$ cat config.mk
export PLATFORM = sky130hd
export DESIGN_NAME = qed_encoder
export DESIGN_NICKNAME = d
export VERILOG_FILES = /design/src/rtl/qed_pkg.sv /design/src/rtl/qed_skid_buffer.sv /design/src/rtl/qed_encoder.sv
export SDC_FILE = /design/constraint.sdc
export NUM_CORES = 1
export LEC_CHECK = 0
export ABC_AREA = 1
export CAP_MARGIN = 10
export CORE_ASPECT_RATIO = 1.25
export CORE_MARGIN = 1
export CORE_UTILIZATION = 49
export CTS_CLUSTER_DIAMETER = 200
export DETAILED_ROUTE_END_ITERATION = 8
export GPL_TIMING_DRIVEN = 0
export PLACE_DENSITY = 0.9
export SLEW_MARGIN = 20
export SYNTH_ARGS = -nofsm -noshare
export SYNTH_HDL_FRONTEND = slang
export SYNTH_SLANG_ARGS = --single-unit
$ cat constraint.sdc
create_clock -name clk -period 1.82 [get_ports clk]
set_input_delay 0.364 -clock clk [delete_from_list [all_inputs] [get_ports clk]]
set_output_delay 0.364 -clock clk [all_outputs]
set_load 0.03 [all_outputs]
$ cat src/rtl/qed_pkg.sv
// Shared constants for the QED field decoder/encoder pair: opcode classes,
// the default remap bit, the NOP word, and the opcode->format classifier.
package qed_pkg;

  localparam logic [6:0] OPC_R      = 7'b0110011;
  localparam logic [6:0] OPC_I      = 7'b0010011;
  localparam logic [6:0] OPC_LW     = 7'b0000011;
  localparam logic [6:0] OPC_JALR   = 7'b1100111;
  localparam logic [6:0] OPC_FENCE  = 7'b0001111;
  localparam logic [6:0] OPC_SYSTEM = 7'b1110011;
  localparam logic [6:0] OPC_SW     = 7'b0100011;
  localparam logic [6:0] OPC_B      = 7'b1100011;
  localparam logic [6:0] OPC_LUI    = 7'b0110111;
  localparam logic [6:0] OPC_AUIPC  = 7'b0010111;
  localparam logic [6:0] OPC_J      = 7'b1101111;

  localparam int          REMAP_BIT_DEF = 4;
  localparam logic [31:0] NOP_INSTR_DEF = 32'h0000_0013;

  // Instruction layout families; FMT_SYS is I-layout without remap,
  // FMT_SB has an immediate in the rd slot.
  typedef enum logic [2:0] {
    FMT_R,
    FMT_I,
    FMT_SYS,
    FMT_SB,
    FMT_UJ,
    FMT_BAD
  } fmt_e;

  function automatic fmt_e opc_fmt(input logic [6:0] opc);
    fmt_e f;
    case (opc)
      OPC_R:                      f = FMT_R;
      OPC_I, OPC_LW, OPC_JALR:    f = FMT_I;
      OPC_FENCE, OPC_SYSTEM:      f = FMT_SYS;
      OPC_SW, OPC_B:              f = FMT_SB;
      OPC_LUI, OPC_AUIPC, OPC_J:  f = FMT_UJ;
      default:                    f = FMT_BAD;
    endcase
    return f;
  endfunction

endpackage

$ cat src/rtl/qed_skid_buffer.sv
// Generic 2-entry valid/ready stage: a main output register plus one skid
// register. in_ready is registered and means "skid register empty", so the
// upstream ready path never depends combinationally on out_ready.
module qed_skid_buffer
  import qed_pkg::*;
#(
  parameter int WIDTH = 33
) (
  input  logic             clk,
  input  logic             rst_n,
  input  logic             in_valid,
  output logic             in_ready,
  input  logic [WIDTH-1:0] in_data,
  output logic             out_valid,
  input  logic             out_ready,
  output logic [WIDTH-1:0] out_data
);

  logic             vld_q, vld_d;
  logic [WIDTH-1:0] data_q, data_d;
  logic             skid_vld_q, skid_vld_d;
  logic [WIDTH-1:0] skid_q, skid_d;
  logic             rdy_q, rdy_d;

  logic in_xfer, out_xfer;

  assign in_xfer   = in_valid && rdy_q;
  assign out_xfer  = vld_q && out_ready;
  assign in_ready  = rdy_q;
  assign out_valid = vld_q;
  assign out_data  = data_q;

  // Next-state: skid drains first; otherwise new words go to the output
  // register if it is free/draining, else park in the skid register.
  always_comb begin
    vld_d      = vld_q;
    data_d     = data_q;
    skid_vld_d = skid_vld_q;
    skid_d     = skid_q;
    if (skid_vld_q) begin
      // rdy_q is low here, so no input transfer can coincide
      if (out_xfer) begin
        data_d     = skid_q;
        skid_vld_d = 1'b0;
      end
    end else if (in_xfer) begin
      if (!vld_q || out_ready) begin
        data_d = in_data;
        vld_d  = 1'b1;
      end else begin
        skid_d     = in_data;
        skid_vld_d = 1'b1;
      end
    end else if (out_xfer) begin
      vld_d = 1'b0;
    end
    rdy_d = !skid_vld_d;
  end

  // State registers; reset empties both entries immediately.
  always_ff @(posedge clk or negedge rst_n) begin
    if (!rst_n) begin
      vld_q      <= 1'b0;
      data_q     <= '0;
      skid_vld_q <= 1'b0;
      skid_q     <= '0;
      rdy_q      <= 1'b1;
    end else begin
      vld_q      <= vld_d;
      data_q     <= data_d;
      skid_vld_q <= skid_vld_d;
      skid_q     <= skid_d;
      rdy_q      <= rdy_d;
    end
  end

endmodule

$ cat src/rtl/qed_encoder.sv
// Re-assembles an RV32I instruction from decoded slot fields, optionally
// moving register operands into the duplicate bank (x17..x31), and registers
// {illegal, instruction} through a 2-entry skid stage.
module qed_encoder
  import qed_pkg::*;
#(
  parameter int          REMAP_BIT = REMAP_BIT_DEF,
  parameter logic [31:0] NOP_INSTR = NOP_INSTR_DEF
) (
  input  logic        clk,
  input  logic        rst_n,
  input  logic        in_valid,
  output logic        in_ready,
  input  logic        qed_en,
  input  logic [6:0]  opcode,
  input  logic [4:0]  rd,
  input  logic [2:0]  funct3,
  input  logic [4:0]  rs1,
  input  logic [4:0]  rs2,
  input  logic [6:0]  funct7,
  input  logic [11:0] imm12,
  input  logic [19:0] uimm31,
  output logic        out_valid,
  input  logic        out_ready,
  output logic [31:0] qed_instruction,
  output logic        illegal
);

  localparam logic [4:0] REMAP_MASK = 5'(1) << REMAP_BIT;

  // x0 is never remapped; any other index gets the bank bit forced on.
  function automatic logic [4:0] remap(input logic [4:0] r, input logic en);
    return (en && (r != 5'd0)) ? (r | REMAP_MASK) : r;
  endfunction

  // Operand already in the duplicate bank cannot be remapped cleanly.
  function automatic logic clash(input logic [4:0] r, input logic en);
    return en && ((r & REMAP_MASK) != 5'd0);
  endfunction

  logic [4:0]  rd_p, rs1_p, rs2_p;
  logic        rd_c, rs1_c, rs2_c;
  logic [31:0] enc_instr;
  logic        enc_illegal;
  logic [32:0] out_word;
  fmt_e        fmt;

  assign rd_p  = remap(rd,  qed_en);
  assign rs1_p = remap(rs1, qed_en);
  assign rs2_p = remap(rs2, qed_en);
  assign rd_c  = clash(rd,  qed_en);
  assign rs1_c = clash(rs1, qed_en);
  assign rs2_c = clash(rs2, qed_en);
  assign fmt   = opc_fmt(opcode);

  // Format mux; a conflict only counts for fields that are actually remapped.
  always_comb begin
    enc_instr   = NOP_INSTR;
    enc_illegal = 1'b0;
    case (fmt)
      FMT_R: begin
        enc_instr   = {funct7, rs2_p, rs1_p, funct3, rd_p, opcode};
        enc_illegal = rd_c || rs1_c || rs2_c;
      end
      FMT_I: begin
        enc_instr   = {imm12, rs1_p, funct3, rd_p, opcode};
        enc_illegal = rd_c || rs1_c;
      end
      FMT_SYS: begin
        enc_instr   = {imm12, rs1, funct3, rd, opcode};
      end
      FMT_SB: begin
        enc_instr   = {funct7, rs2_p, rs1_p, funct3, rd, opcode};
        enc_illegal = rs1_c || rs2_c;
      end
      FMT_UJ: begin
        enc_instr   = {uimm31, rd_p, opcode};
        enc_illegal = rd_c;
      end
      default: begin
        enc_instr   = NOP_INSTR;
        enc_illegal = 1'b1;
      end
    endcase
  end

  qed_skid_buffer #(.WIDTH(33)) u_skid (
    .clk       (clk),
    .rst_n     (rst_n),
    .in_valid  (in_valid),
    .in_ready  (in_ready),
    .in_data   ({enc_illegal, enc_instr}),
    .out_valid (out_valid),
    .out_ready (out_ready),
    .out_data  (out_word)
  );

  assign illegal         = out_word[32];
  assign qed_instruction = out_word[31:0];

endmodule

==> results.rst <==
.. list-table::
   :header-rows: 1

   * - Metric
     - Value
   * - Post-synth design cell area
     - 3840 um^2
   * - Post-synthesis area per instance
     - 7.12 um^2
   * - Largest cells by area after synthesis
     - sky130_fd_sc_hd__dfrtp_1, sky130_fd_sc_hd__nand2_1, sky130_fd_sc_hd__nor2_1
   * - Yosys warning count
     - 0
   * - Worst path setup slack after routing
     - -7.17 ps
   * - Timing startpoint of the critical path
     - u_skid.out_data[2]
   * - Final weighted congestion in routability-driven placement
     - 0.936
   * - Buf/Inv on CP
     - 1
   * - Sequential area share after synthesis
     - 0.450
   * - Final Hold Vio Count
     - 0
   * - Number of cells on the worst reg-to-reg path
     - 7
   * - Portion of the clock cycle consumed by the worst path in the final layout
     - 1.00
   * - Sum of negative setup slack
     - -7.17 ps
   * - Worst path arrival time
     - 1460 ps
   * - Total CTS buffers
     - 9
   * - Net count after synthesis
     - 608
   * - Share of the synthesized area in the top cell type
     - 0.443
   * - DRC violations left
     - 0
   * - Critical register-to-register path endpoint
     - u_skid.skid_q[27]
   * - GR Util All Layers
     - 0.290
   * - Number of nets in the layout
     - 726
   * - Most used cells in the layout excluding fill and tap cells
     - sky130_fd_sc_hd__nand2_1, sky130_fd_sc_hd__clkdlybuf4s50_1, sky130_fd_sc_hd__dfrtp_1
   * - Total of fill cells in the finished design
     - 597
   * - Antenna violations before repair
     - 0
   * - Initial Util
     - 0.512
   * - Clock input transition at the sequential cells of the worst setup and hold paths
     - 80 ps
   * - X dimension of the die
     - 81.2 um
   * - Slew at the pin with the worst max-slew slack
     - 560 ps
   * - Leftover overflow at the end of global routing
     - 0
   * - Number of rows in the core area
     - 35
   * - Tightest slew margin relative to the limit
     - 0.627
   * - Count of input and output buffers
     - 103
   * - Pleak
     - 2.65 nW
   * - CTS tree
     - yes
   * - Gate count after technology mapping
     - 539
   * - Worst-case vdd ir drop
     - 0.740 mV
   * - Slowest cell on the critical path
     - sky130_fd_sc_hd__clkdlybuf4s50_1
   * - Placed instance area
     - 5010 um^2
   * - Slew Viols, Final
     - 0
   * - Floorplan core area
     - 7490 um^2
   * - CP endpoint kind
     - output port
   * - Number of distinct standard cells referenced by the synthesized netlist
     - 32
   * - Cell type group with the largest total delay on the critical path
     - buffers and inverters
   * - Sink count of the clock tree
     - 69
   * - Worst-skew pair later-pin latency
     - 350 ps
   * - Delay contributed by the slowest stage of the critical path
     - 710 ps
   * - CTS HTree Levels
     - 3
   * - Path type of the worst min-delay path
     - in2reg
   * - Die Span Y
     - 101 um
   * - Routed via count
     - 4076
   * - Critical Path Stages
     - 1
   * - Classification of the worst setup path
     - reg2out
   * - Most common cell after layout, fill and taps aside
     - sky130_fd_sc_hd__nand2_1
   * - Layout overhead on the synthesized area
     - 38.0%
   * - Number of max-cap violations
     - 0
   * - Detailed placer's ending HPWL
     - 8120 um
   * - First-pass GRT wire length
     - 17900 um
   * - DRT antenna net count
     - 0
   * - Share of final-layout standard cells stronger than drive strength 1
     - 0.113
   * - Die Footprint
     - 8190 um^2
   * - # diodes
     - 0
   * - First-pass detailed-route iteration total
     - 4
   * - Post-synth EDFFs
     - 0
   * - Seq cells post-synth
     - 69
   * - Reg2Reg Setup Slack
     - 190 ps
   * - Startpoint of the worst hold path
     - opcode[2]
   * - Total Wirelength
     - 11100 um
   * - Via count of the first global-routing pass
     - 4010
   * - Average detailed-routed wire length per instance
     - 14.8 um
   * - Max Root-Sink Buffers
     - 2
   * - Failing checks
     - negative setup slack
   * - Endpoint of the worst setup timing path
     - qed_instruction[2]
   * - Cell breakdown of the critical path
     - clkdlybuf4s50_1
   * - Synth Flop Type
     - sky130_fd_sc_hd__dfrtp_1
   * - Skew final
     - 10.3 ps
   * - Leading area contributor after synthesis
     - sky130_fd_sc_hd__dfrtp_1
   * - Via count normalized by instance count
     - 5.41
   * - Cell at the root of the clock tree
     - sky130_fd_sc_hd__clkbuf_8
   * - Result of the run
     - finished with violations
   * - Critical Path Fanout Max
     - 2
   * - Launch point of the worst reg-to-reg path
     - u_skid.out_valid
   * - Final standard cell area without fillers
     - 5300 um^2
   * - I/O pins
     - 104
   * - PwrDens
     - 1330 nW/um^2
   * - Starting DRT DRC Count
     - 378
   * - Post-synthesis async set-or-reset flop share
     - 1.00
   * - Launching element type of the critical path
     - register
   * - Min Tclk post-route
     - 1830 ps
   * - Maximum number of pins on one net before global-route repair
     - 54
   * - Count of final setup violators
     - 1
   * - Required time worst endpoint
     - 1460 ps
   * - Highest clock rate
     - 0.547 GHz
[layout make-up]
| type | count | area [um^2] | area share |
|---|---|---|---|
| sequential | 69 | 1730 | 0.326 |
| timing repair buffer | 107 | 1090 | 0.206 |
| tap | 92 | 115 | 0.0217 |
| clock inverter | 6 | 87.6 | 0.0165 |
| inverter | 26 | 101 | 0.0191 |
| multi-input combinational | 420 | 1900 | 0.359 |
| buffer | 24 | 140 | 0.0265 |
| clock buffer | 10 | 128 | 0.0241 |
[synth_stat cells, types with 2 or more instances]
cell type / number
sky130_fd_sc_hd__nand3_1: 29
sky130_fd_sc_hd__inv_1: 22
sky130_fd_sc_hd__a31oi_1: 10
sky130_fd_sc_hd__o21ai_1: 3
sky130_fd_sc_hd__o31ai_1: 2
sky130_fd_sc_hd__a21oi_1: 19
sky130_fd_sc_hd__a2bb2oi_1: 5
sky130_fd_sc_hd__clkbuf_1: 6
sky130_fd_sc_hd__nor2_2: 4
sky130_fd_sc_hd__or2_2: 2
sky130_fd_sc_hd__buf_6: 2
sky130_fd_sc_hd__nand2_1: 225
sky130_fd_sc_hd__nand4_1: 8
sky130_fd_sc_hd__nand2_4: 2
sky130_fd_sc_hd__nand3_2: 4
sky130_fd_sc_hd__o21ai_0: 22
sky130_fd_sc_hd__nor2_1: 67
sky130_fd_sc_hd__buf_4: 4
sky130_fd_sc_hd__buf_2: 12
sky130_fd_sc_hd__nand2_2: 8
sky130_fd_sc_hd__inv_2: 3
sky130_fd_sc_hd__dfrtp_1: 68
sky130_fd_sc_hd__a21oi_2: 3
[per-stage QoR]
| stage | total power, W | std cells | hold WS [ps] | worst slack (ps) | util |
|---|---|---|---|---|---|
| 2_1_floorplan | 0.00425 | 539 | 68.4 | 258 | - |
| 3_3_place_gp | 0.00552 | 734 | 455 | -1920 | 0.665 |
| 3_5_place_dp | 0.00562 | 735 | 261 | -403 | 0.669 |
| 4_1_cts | 0.00701 | 752 | 430 | 3.66 | 0.699 |
| 5_1_grt | 0.00740 | 754 | 432 | -21.3 | 0.707 |
| 6_report | 0.00702 | 754 | 407 | -7.17 | 0.707 |
[flip-flops by register name, indices dropped and copies added, names as in the netlist]
| signal | flops |
|---|---|
| u_skid.out_data | 33 |
| u_skid.skid_q | 33 |
| u_skid.skid_vld_q | 1 |
| u_skid.in_ready | 1 |
| u_skid.out_valid | 1 |
[worst min path at each step]
stage,endpoint,cells past startpoint
global placement,u_skid.skid_q[1],1
detailed placement,u_skid.out_data[18],1
floorplan,u_skid.out_data[0],0
finish,u_skid.skid_q[2],3
CTS,u_skid.out_data[5],2
global route,u_skid.out_data[5],2
[metal layers]
layer,track usage,up-vias,part of all wire
li1,-,1956,-
met1,0.335,1899,0.40
met2,0.496,187,0.50
met3,0.0407,34,0.064
met4,0.181,0,0.033
met5,0,-,0
[report_power, final]
part           switching, W  internal (W)
Clock              0.000613      0.000772
Combinational       0.00192       0.00128
Sequential         0.000322       0.00211
[cell families after synthesis]
| logic type | synth area share |
|---|---|
| and+or+nand+nor | 0.386 |
| AOI/OAI and AO/OA | 0.103 |
| DFF | 0.450 |
| buffers and inverters | 0.0606 |
[what timing repair did]
| action | 4_1_cts | 5_1_grt |
|---|---|---|
| hold endpoints to repair | 16 | 0 |
| endpoints found under the setup margin | 5 | 43 |
| cloned | 0 | 0 |
| resized for setup | 3 | 15 |
| pin swaps | 0 | 2 |
| hold buffers | 1 | 0 |
| buffers inserted | 0 | 2 |
Note: power is estimated with default switching activity, not from simulation.
